`src/rtl/ceespu_bp_table_ctrl_if.sv`:
```
// Execute-side update channel, fetch lookup/clear controls and the predictor table write port
// for the 2-bit counter table controller.
interface ceespu_bp_table_ctrl_if #(
    parameter int INDEX_BITS = 6,
    parameter int FIFO_DEPTH = 4
);
    localparam int CNT_BITS = $clog2(FIFO_DEPTH) + 1;

    logic                  upd_valid;
    logic                  upd_ready;
    logic [15:0]           upd_address;
    logic [1:0]            upd_state;
    logic                  upd_taken;
    logic                  fetch_lookup;
    logic                  clear;
    logic                  tbl_we;
    logic [INDEX_BITS-1:0] tbl_index;
    logic [1:0]            tbl_wdata;
    logic                  init_busy;
    logic [CNT_BITS-1:0]   queue_count;

    modport master (
        output upd_valid, upd_address, upd_state, upd_taken, fetch_lookup, clear,
        input  upd_ready, tbl_we, tbl_index, tbl_wdata, init_busy, queue_count
    );

    modport slave (
        input  upd_valid, upd_address, upd_state, upd_taken, fetch_lookup, clear,
        output upd_ready, tbl_we, tbl_index, tbl_wdata, init_busy, queue_count
    );
endinterface

```
`src/rtl/ceespu_bp_table_ctrl.sv`:
```
// Branch predictor table write sequencer: clear sweep after reset/request, then drains
// queued resolved-branch updates as saturating 2-bit counter writes when fetch is idle.
//
// state   | meaning
// S_CLEAR | writing INIT_STATE to every entry, one per cycle; predictions invalid
// S_RUN   | draining the update queue into the table whenever fetch is not reading it
module ceespu_bp_table_ctrl #(
    parameter int         INDEX_BITS = 6,
    parameter int         FIFO_DEPTH = 4,
    parameter logic [1:0] INIT_STATE = 2'b01
) (
    input logic                   clk,
    input logic                   rst_n,
    ceespu_bp_table_ctrl_if.slave bus
);
    localparam int PTR_BITS   = $clog2(FIFO_DEPTH);
    localparam int CNT_BITS   = PTR_BITS + 1;
    localparam int ENTRY_BITS = INDEX_BITS + 3;

    typedef enum logic {S_CLEAR, S_RUN} state_t;

    state_t                state_q, state_d;
    logic [INDEX_BITS-1:0] sweep_q, sweep_d;

    logic [ENTRY_BITS-1:0] fifo_mem [FIFO_DEPTH];
    logic [PTR_BITS-1:0]   wr_ptr_q, rd_ptr_q;
    logic [CNT_BITS-1:0]   count_q;
    logic                  full, empty, ready, push, pop;

    logic [ENTRY_BITS-1:0] head;
    logic [INDEX_BITS-1:0] head_index;
    logic [1:0]            head_state, head_next;
    logic                  head_taken;

    logic                  we;
    logic [INDEX_BITS-1:0] wr_index;
    logic [1:0]            wr_data;
    logic                  busy;

    assign full  = (count_q == CNT_BITS'(FIFO_DEPTH));
    assign empty = (count_q == '0);
    assign ready = !full && rst_n;
    assign push  = bus.upd_valid && ready;

    assign head       = fifo_mem[rd_ptr_q];
    assign head_index = head[ENTRY_BITS-1:3];
    assign head_state = head[2:1];
    assign head_taken = head[0];

    always_comb begin
        head_next = head_state;
        if (head_taken) begin
            if (head_state != 2'b11) head_next = head_state + 2'b01;
        end else begin
            if (head_state != 2'b00) head_next = head_state - 2'b01;
        end
    end

    always_comb begin
        state_d  = state_q;
        sweep_d  = sweep_q;
        we       = 1'b0;
        wr_index = '0;
        wr_data  = 2'b00;
        busy     = 1'b1;
        pop      = 1'b0;
        case (state_q)
            S_CLEAR: begin
                we       = 1'b1;
                wr_index = sweep_q;
                wr_data  = INIT_STATE;
                sweep_d  = sweep_q + INDEX_BITS'(1);
                if (&sweep_q) begin
                    state_d = S_RUN;
                    sweep_d = '0;
                end
            end
            S_RUN: begin
                busy = 1'b0;
                if (!empty && !bus.fetch_lookup) begin
                    we       = 1'b1;
                    wr_index = head_index;
                    wr_data  = head_next;
                    pop      = 1'b1;
                end
                if (bus.clear) state_d = S_CLEAR;
            end
            default: begin
                state_d = S_CLEAR;
                sweep_d = '0;
            end
        endcase
    end

    always_ff @(posedge clk or negedge rst_n) begin
        if (!rst_n) begin
            state_q <= S_CLEAR;
            sweep_q <= '0;
        end else begin
            state_q <= state_d;
            sweep_q <= sweep_d;
        end
    end

    always_ff @(posedge clk or negedge rst_n) begin
        if (!rst_n) begin
            wr_ptr_q <= '0;
            rd_ptr_q <= '0;
            count_q  <= '0;
        end else begin
            if (push) wr_ptr_q <= wr_ptr_q + PTR_BITS'(1);
            if (pop)  rd_ptr_q <= rd_ptr_q + PTR_BITS'(1);
            case ({push, pop})
                2'b10:   count_q <= count_q + CNT_BITS'(1);
                2'b01:   count_q <= count_q - CNT_BITS'(1);
                default: count_q <= count_q;
            endcase
        end
    end

    // Storage needs no reset: an entry is only read once the count says it was written.
    always_ff @(posedge clk) begin
        if (push) fifo_mem[wr_ptr_q] <= {bus.upd_address[INDEX_BITS-1:0], bus.upd_state, bus.upd_taken};
    end

    // Reset must silence the table port immediately, not at the next edge.
    assign bus.tbl_we      = we && rst_n;
    assign bus.tbl_index   = rst_n ? wr_index : '0;
    assign bus.tbl_wdata   = rst_n ? wr_data : 2'b00;
    assign bus.init_busy   = busy || !rst_n;
    assign bus.upd_ready   = ready;
    assign bus.queue_count = count_q;
endmodule
```
`src/flat_wrapper.sv`:
```
// flat-port wrapper written by rule: the top's interface ports become plain ports
module ceespu_bp_table_ctrl_flat 
#(
    parameter int         INDEX_BITS = 6,
    parameter int         FIFO_DEPTH = 4,
    parameter logic [1:0] INIT_STATE = 2'b01
)
  (clk, rst_n, bus_upd_valid, bus_upd_address, bus_upd_state, bus_upd_taken, bus_fetch_lookup, bus_clear, bus_upd_ready, bus_tbl_we, bus_tbl_index, bus_tbl_wdata, bus_init_busy, bus_queue_count);
  ceespu_bp_table_ctrl_if #(.INDEX_BITS(INDEX_BITS), .FIFO_DEPTH(FIFO_DEPTH)) bus_i ();
  input logic clk;
  input logic rst_n;
  input wire logic [$bits(bus_i.upd_valid)-1:0] bus_upd_valid;
  input wire logic [$bits(bus_i.upd_address)-1:0] bus_upd_address;
  input wire logic [$bits(bus_i.upd_state)-1:0] bus_upd_state;
  input wire logic [$bits(bus_i.upd_taken)-1:0] bus_upd_taken;
  input wire logic [$bits(bus_i.fetch_lookup)-1:0] bus_fetch_lookup;
  input wire logic [$bits(bus_i.clear)-1:0] bus_clear;
  output wire logic [$bits(bus_i.upd_ready)-1:0] bus_upd_ready;
  output wire logic [$bits(bus_i.tbl_we)-1:0] bus_tbl_we;
  output wire logic [$bits(bus_i.tbl_index)-1:0] bus_tbl_index;
  output wire logic [$bits(bus_i.tbl_wdata)-1:0] bus_tbl_wdata;
  output wire logic [$bits(bus_i.init_busy)-1:0] bus_init_busy;
  output wire logic [$bits(bus_i.queue_count)-1:0] bus_queue_count;
  assign bus_i.upd_valid = bus_upd_valid;
  assign bus_i.upd_address = bus_upd_address;
  assign bus_i.upd_state = bus_upd_state;
  assign bus_i.upd_taken = bus_upd_taken;
  assign bus_i.fetch_lookup = bus_fetch_lookup;
  assign bus_i.clear = bus_clear;
  assign bus_upd_ready = bus_i.upd_ready;
  assign bus_tbl_we = bus_i.tbl_we;
  assign bus_tbl_index = bus_i.tbl_index;
  assign bus_tbl_wdata = bus_i.tbl_wdata;
  assign bus_init_busy = bus_i.init_busy;
  assign bus_queue_count = bus_i.queue_count;
  ceespu_bp_table_ctrl #(.INDEX_BITS(INDEX_BITS), .FIFO_DEPTH(FIFO_DEPTH), .INIT_STATE(INIT_STATE)) u_core (.clk(clk), .rst_n(rst_n), .bus(bus_i));
endmodule
```
`config.mk`:
```
export PLATFORM = sky130hd
export DESIGN_NAME = ceespu_bp_table_ctrl_flat
export DESIGN_NICKNAME = d
export VERILOG_FILES = /design/src/rtl/ceespu_bp_table_ctrl_if.sv /design/src/rtl/ceespu_bp_table_ctrl.sv /design/src/flat_wrapper.sv
export SDC_FILE = /design/constraint.sdc
export NUM_CORES = 1
export LEC_CHECK = 0
export CAP_MARGIN = 30
export CELL_PAD_IN_SITES_DETAIL_PLACEMENT = 2
export CELL_PAD_IN_SITES_GLOBAL_PLACEMENT = 2
export CORE_UTILIZATION = 35
export DETAILED_ROUTE_END_ITERATION = 16
export HOLD_SLACK_MARGIN = 0.06
export PLACE_DENSITY_LB_ADDON = 0.1
export SLEW_MARGIN = 15
export SYNTH_ARGS = -nofsm -noshare
export SYNTH_HDL_FRONTEND = slang
export SYNTH_SLANG_ARGS = --single-unit
export TNS_END_PERCENT = 5
```
`constraint.sdc`:
```
create_clock -name clk -period 2.66 [get_ports clk]
set_clock_uncertainty 0.15 [all_clocks]
set_input_delay 0.266 -clock clk [delete_from_list [all_inputs] [get_ports clk]]
set_output_delay 0.266 -clock clk [all_outputs]
set_load 0.02 [all_outputs]
```
==> flow_summary_export.csv, run 1 <==
group,metric,value,unit
critical_path,cp_max_fo,3,
cells_and_area,post_route_cells_drive_above_1_share,11.2,%
clock_tree,number_of_clock_sinks,50,
sta,max_freq,0.390,GHz
clock_tree,clock_tree_from_tritoncts,"built",
grt,grt_pass1_vias,1438,
synth,post_syn_area,0.00220,sq mm
synth,synth-edff-count,36,
critical_path,timing.setup.critical_path_class,"register to output pin",
sta,number_of_setup_violations_in_the_final_report,0,
sta,grt_setup_unrepaired,"false",
sta,timing.hold.ws,0.163,ns
cells_and_area,area_delta_synth_final,23.4,%
clock_tree,clkTransAtPathRegs,0.09,ns
placement,gp_congestion,0.728,
die,core-area,0.00599,sq mm
synth,synthArstFlopShare,28.0,%
cells_and_area,final_layout_fill_cell_count,568,
grt,antenna_violations_before_repair,0,
power,totalPowerFinal,1.88,mW
critical_path,regToRegStartpoint,"u_core.bus.queue_count[0]",
grt,grt_remaining_overflow,0,
synth,yosys_register_bits,50,
power,p_leak,1.07,nW
cells_and_area,design.final.nets,209,
clock_tree,worstSkewPairLatency,0.30,ns
sta,timing.setup.tns,0,ns
placement,placedCellCount,246,
sta,timing.final.max_slew_violations,0,
grt,grt_first_pass_wirelength,7610,um
placement,dpl-instance-area,0.00260,sq mm
synth,yosysSeqAreaShare,65.2,%
clock_tree,cts.path.max_buffers,2,
synth,post_synth_inst_count,139,
grt,grt_start_max_net_pins,17,
clock_tree,cts.repair_timing.setup_buffer_count,0,
sta,period_needed,2.56,ns
sta,worst-slew-pin-transition,0.537,ns
critical_path,cp.required,2.24,ns
critical_path,critical_path.endpoint_type,"output pin",
synth,synth_cell_types,32,
die,floorplan.io_pins,38,
route,vias_per_cell,5.02,
die,die_width,81.2,um
placement,dp.final_hpwl,3400,um
route,initialDrtViolationCount,43,
placement,port-buffer-count,27,
die,die_height,81.2,um
synth,number_of_warnings_reported_in_the_yosys_synthesis_log,0,
route,route.detailed.drc,0,
worst_hold_path,holdCritPathClass,"primary input to async pin",
power,cellPowerDensity,693,mW/mm^2
clock_tree,tritoncts.num_buffers,5,
route,totalWireLength,4640,um
synth,synth_nets,170,
run,count_of_maximum_capacitance_violations,0,
route,drt_first_pass_iters,4,
critical_path,worstRegToRegCells,10,
route,ant_nets,0,
die,start_util,36.7,%
critical_path,regToRegSetupSlack,0.42,ns
synth,avgSynthCellArea,15.8,sq um
critical_path,critical_path.startpoint_type,"register",
cells_and_area,finalInstanceArea,0.00271,sq mm
clock_tree,h-tree-depth,2,
die,fp.dieArea,0.00659,sq mm
route,wire_per_inst,18.3,um
die,placement_rows,28,
cells_and_area,final_cells,254,
power,worst_ir_drop_vdd,407,uV
critical_path,worst_r2r_endpoint,"u_core.bus.queue_count[2]",
sta,final_hold_fails,0,
cells_and_area,antennaDiodeCount,0,
status,status,"completed",
clock_tree,cts_hold_buffers,0,
sta,slew-limit-headroom,64.2,%
grt,grt_use_total,16.5,%
route,num_vias,1275,
synth,dominantRegCellSynth,"sky130_fd_sc_hd__edfxtp_1",
critical_path,wp_data_arrival,2.15,ns
sta,fin_crit_sh,96.4,%
clock_tree,clk_root_buffer_cell,"sky130_fd_sc_hd__clkbuf_8",
==> critical path: stages, from the launching register on <==
cell and delay (ns):
sky130_fd_sc_hd__dfrtp_1 0.38, sky130_fd_sc_hd__buf_4 0.16, sky130_fd_sc_hd__mux4_2 0.53, sky130_fd_sc_hd__maj3_2 0.32, sky130_fd_sc_hd__and3_1 0.18, sky130_fd_sc_hd__clkdlybuf4s15_1 0.28
==> layer usage <==
| metal | GRT usage [%] | share of wire (%) | vias to the layer above |
|---|---|---|---|
| met4 | 6.43 | 1.6 | 0 |
| li1 | - | - | 588 |
| met1 | 20.4 | 43 | 658 |
| met3 | 2.81 | 2.8 | 8 |
| met2 | 28.6 | 53 | 21 |
| met5 | 0 | 0 | - |
==> Yosys cell counts (2+ instances only) <==
master                     count  share of area (%)
sky130_fd_sc_hd__dfrtp_1      14                 16
sky130_fd_sc_hd__and3_1        7                2.0
sky130_fd_sc_hd__nor2_1       10                1.7
sky130_fd_sc_hd__ha_1          6                3.4
sky130_fd_sc_hd__mux4_1        7                8.4
sky130_fd_sc_hd__nand2_1       3               0.51
sky130_fd_sc_hd__mux4_2        2                2.1
sky130_fd_sc_hd__nor2b_1       7                2.0
sky130_fd_sc_hd__edfxtp_1     36                 49
sky130_fd_sc_hd__inv_1        10                1.7
sky130_fd_sc_hd__a21oi_1       7                1.6
sky130_fd_sc_hd__xor2_1        5                2.0
sky130_fd_sc_hd__mux2i_1       2               0.91
sky130_fd_sc_hd__nor3_1        2               0.46
sky130_fd_sc_hd__xnor2_1       4                1.6
==> stage by stage <==
stage | utilization [%] | setup slack (ns)
final | 45.2 | 0.0959
after global routing | 45.2 | 0.00965
after CTS | 45.1 | 0.00414
after detailed placement | 43.4 | 0.0848
after global placement | 43.4 | 0.133
after floorplan | - | 0.157
==> cell type report <==
cell class	count	area, sq um	area share, %
repair buffers	35	330	12.2
well taps	75	93.8	3.46
multi-input cells	76	707	26.1
flip-flops and latches	50	1430	52.8
inverters	10	37.5	1.39
clock buffers	6	72.6	2.68
clock inverters	2	37.5	1.39
==> how the worst max path moves through the flow <==
| stage | from | end | depth (start not counted) | slack [ns] |
|---|---|---|---|---|
| finish | u_core.rd_ptr_q[0] | bus_tbl_wdata[1] | 5 | 0.1 |
| global placement | u_core.rd_ptr_q[0] | bus_tbl_wdata[0] | 4 | 0.13 |
| global route | u_core.rd_ptr_q[0] | bus_tbl_wdata[0] | 4 | 0.01 |
| floorplan | u_core.bus.queue_count[0] | u_core.bus.queue_count[2] | 10 | 0.16 |
| detailed placement | rst_n | u_core.bus.queue_count[2] | 11 | 0.08 |
| CTS | u_core.rd_ptr_q[0] | bus_tbl_index[0] | 5 | 0.004 |
==> sequential cells by signal, indices dropped and copies added, names as in the netlist <==
register	cells
u_core.fifo_mem	36
u_core.sweep_q	6
u_core.bus.queue_count	3
u_core.rd_ptr_q	2
u_core.wr_ptr_q	2
u_core.state_q	1
==> logic make-up after synthesis <==
| kind of cell | share of synthesized area (%) |
|---|---|
| flip-flops | 65.2 |
| multiplexers | 11.9 |
| AO/OA/AOI/OAI | 3.13 |
| adder cells (fa/ha/maj) | 5.30 |
| buffers and inverters | 2.62 |
| XOR/XNOR | 3.59 |
| AND/OR/NAND/NOR | 8.32 |
==> cell usage in the layout, fill, tap and decap left out, types with 2 or more instances in the layout <==
| cell | count |
|---|---|
| sky130_fd_sc_hd__inv_1 | 10 |
| sky130_fd_sc_hd__mux4_2 | 2 |
| sky130_fd_sc_hd__mux4_1 | 7 |
| sky130_fd_sc_hd__xnor2_1 | 4 |
| sky130_fd_sc_hd__buf_4 | 8 |
| sky130_fd_sc_hd__nor2b_1 | 7 |
| sky130_fd_sc_hd__nor2_1 | 10 |
| sky130_fd_sc_hd__a21oi_1 | 7 |
| sky130_fd_sc_hd__nor3_1 | 2 |
| sky130_fd_sc_hd__mux2i_1 | 2 |
| sky130_fd_sc_hd__dlygate4sd2_1 | 4 |
| sky130_fd_sc_hd__ha_1 | 6 |
| sky130_fd_sc_hd__clkdlybuf4s50_1 | 19 |
| sky130_fd_sc_hd__nand2_1 | 3 |
| sky130_fd_sc_hd__clkbuf_8 | 5 |
| sky130_fd_sc_hd__xor2_1 | 5 |
| sky130_fd_sc_hd__dlymetal6s2s_1 | 2 |
| sky130_fd_sc_hd__dfrtp_1 | 14 |
| sky130_fd_sc_hd__edfxtp_1 | 36 |
| sky130_fd_sc_hd__clkdlybuf4s15_1 | 2 |
| sky130_fd_sc_hd__and3_1 | 7 |
==> what timing repair did <==
action / 4_1_cts / 5_1_grt
gates cloned: 0 / 0
gates resized for setup: 6 / 4
setup endpoints to repair: 6 / 4
==> where the power goes <==
part	internal, mW	switching [mW]
combinational	0.157	0.198
sequential	0.940	0.0533
clock	0.281	0.250
(Power assumes the default switching activity.)
==> inputs of run 2 (changes only) <==
--- a/config.mk
+++ b/config.mk
@@ -10,6 +10,7 @@
 export CELL_PAD_IN_SITES_GLOBAL_PLACEMENT = 2
 export CORE_UTILIZATION = 35
 export DETAILED_ROUTE_END_ITERATION = 16
+export DONT_BUFFER_PORTS = 1
 export HOLD_SLACK_MARGIN = 0.06
 export PLACE_DENSITY_LB_ADDON = 0.1
 export SLEW_MARGIN = 15
==> run 2 against run 1 <==
Effect of this change:
- maximum frequency grew 2.0%
- cell area shrank 6.8%
- die area is the same
- largest cell class unchanged
- highest routed layer unchanged
==> flow_summary_export.csv, run 2 (synthesized netlist as in run 1, its figures left out) <==
group,metric,value,unit
status,status,"completed",
clock_tree,h-tree-depth,2,
cells_and_area,design.final.nets,190,
route,ant_nets,0,
clock_tree,clock_tree_from_tritoncts,"built",
critical_path,wp_data_arrival,2.10,ns
worst_hold_path,holdCritPathClass,"primary input to register",
power,cellPowerDensity,717,mW/mm^2
sta,final_hold_fails,0,
clock_tree,cts.repair_timing.setup_buffer_count,0,
critical_path,cp_slowest_cell,"sky130_fd_sc_hd__mux4_1",
critical_path,peak_per_stage_delay_on_the_critical_path,0.63,ns
grt,antenna_violations_before_repair,0,
cells_and_area,layout.cells.most_common,"sky130_fd_sc_hd__edfxtp_1",
cells_and_area,post_route_cells_drive_above_1_share,10.6,%
die,placement_rows,28,
clock_tree,tritoncts.num_buffers,5,
route,route.detailed.drc,0,
die,die_height,81.2,um
die,start_util,36.7,%
sta,grt_setup_unrepaired,"false",
die,core-area,0.00599,sq mm
critical_path,cp.required,2.24,ns
route,drt_first_pass_iters,2,
placement,gp_congestion,0.716,
grt,grt_pass1_vias,1342,
cells_and_area,antennaDiodeCount,0,
sta,timing.hold.ws,0.0952,ns
clock_tree,number_of_clock_sinks,50,
route,vias_per_cell,5.10,
sta,timing.final.max_slew_violations,0,
route,wire_per_inst,18.9,um
cells_and_area,number_of_flip_flops_in_the_largest_register,36,
sta,slew-limit-headroom,52.5,%
cells_and_area,final_layout_fill_cell_count,576,
power,totalPowerFinal,1.81,mW
sta,max_freq,0.398,GHz
die,die_width,81.2,um
critical_path,timing.setup.critical_path_class,"register to output pin",
grt,grt_use_total,15.4,%
die,floorplan.io_pins,38,
power,p_leak,0.957,nW
critical_path,cp_max_fo,5,
sta,number_of_setup_violations_in_the_final_report,0,
cells_and_area,area_delta_synth_final,15.0,%
placement,dp.final_hpwl,3130,um
critical_path,critical_path.endpoint_type,"output pin",
grt,grt_remaining_overflow,0,
sta,period_needed,2.51,ns
route,initialDrtViolationCount,33,
clock_tree,cts.path.max_buffers,2,
route,num_vias,1199,
power,worst_ir_drop_vdd,351,uV
critical_path,critical_path.startpoint_type,"register",
run,count_of_maximum_capacitance_violations,0,
grt,grt_first_pass_wirelength,7040,um
clock_tree,clk_root_buffer_cell,"sky130_fd_sc_hd__clkbuf_8",
die,fp.dieArea,0.00659,sq mm
clock_tree,clkTransAtPathRegs,0.09,ns
placement,port-buffer-count,0,
cells_and_area,max_flop_register,"u_core.fifo_mem",
critical_path,crit_chain,"mux4_1 -> maj3_1 -> a21boi_1 -> buf_4",
clock_tree,worstSkewPairLatency,0.31,ns
sta,timing.setup.tns,0,ns
route,totalWireLength,4430,um
cells_and_area,mostFrequentLayoutCells,"sky130_fd_sc_hd__edfxtp_1, sky130_fd_sc_hd__dfrtp_1, sky130_fd_sc_hd__dlygate4sd3_1, sky130_fd_sc_hd__inv_1, sky130_fd_sc_hd__nor2_1",
grt,grt_start_max_net_pins,15,
sta,fin_crit_sh,94.5,%
sta,worst-slew-pin-transition,0.710,ns
-- run 2: changes by cell type in the layout (fill, tap and decap cells not counted), sizes merged, moves of 2 or more --
cell,before,now
clkdlybuf4s15,2,0
buf,8,5
dlygate4sd3,0,11
dlygate4sd2,4,0
clkdlybuf4s50,19,0
dlymetal6s2s,2,0
-- run 2: layout make-up --
cell class,count,area [sq um],area share [%]
Tap cell,75,93.8,3.72
Inverter,10,37.5,1.49
Timing Repair Buffer,16,148,5.85
Clock inverter,1,30.0,1.19
Multi-Input combinational cell,76,707,28.0
Clock buffer,7,76.3,3.02
Sequential cell,50,1430,56.7
-- run 2: report_power, final --
group	total [mW]	internal [mW]	leakage, nW	switching, mW
sequential	1.02	0.939	0.495	0.0858
clock	0.534	0.282	0.0524	0.252
combinational	0.253	0.102	0.410	0.151
-- run 2: metrics by stage --
stage	worst slack, ns	area (sq um)	utilization [%]	std cells
CTS	0.00947	2520	42.1	235
global route	0.0404	2520	42.1	235
global placement	0.405	2310	38.5	216
detailed placement	0.306	2310	38.5	216
finish	0.146	2520	42.1	235
floorplan	0.157	2200	-	139
-- run 2: worst paths after layout --
| path | start | to | slack, ns | depth (start not counted) |
|---|---|---|---|---|
| worst max-delay path | u_core.rd_ptr_q[0] | bus_tbl_wdata[0] | 0.15 | 4 |
| worst min-delay path | bus_upd_valid | u_core.wr_ptr_q[0] | 0.1 | 2 |
| worst max register to register | u_core.bus.queue_count[0] | u_core.bus.queue_count[2] | 0.31 | 10 |
| worst min register to register | u_core.sweep_q[2] | u_core.sweep_q[2] | 0.33 | 1 |
| max in group asynchronous | rst_n | u_core.rd_ptr_q[0] | 1.56 | 1 |
| min in group asynchronous | rst_n | u_core.sweep_q[4] | 0.29 | 1 |
-- run 2: metal layers --
metal  wire, um  share of wire [%]  global-route usage, %  vias to the layer above
li1           -                  -                      -                      551
met1       1940                 44                   19.8                      621
met2       2290                 52                   25.0                       22
met3        143                3.2                   4.04                        5
met4         59                1.3                   5.89                        0
met5          0                  0                      0                        -
-- run 2: critical path: cells and delay by family (launching register included) --
family          cells  cell delay (ns)
compound gates      1             0.15
flops               1             0.47
fa+ha+maj           1             0.39
buf+inv             1             0.15
mux                 1             0.63
-- run 2: what timing repair did --
action	4_1_cts	5_1_grt
setup endpoints to repair	0	1
gates resized for setup	0	1
hold buffers	11	0
endpoints found under the hold margin	51	0
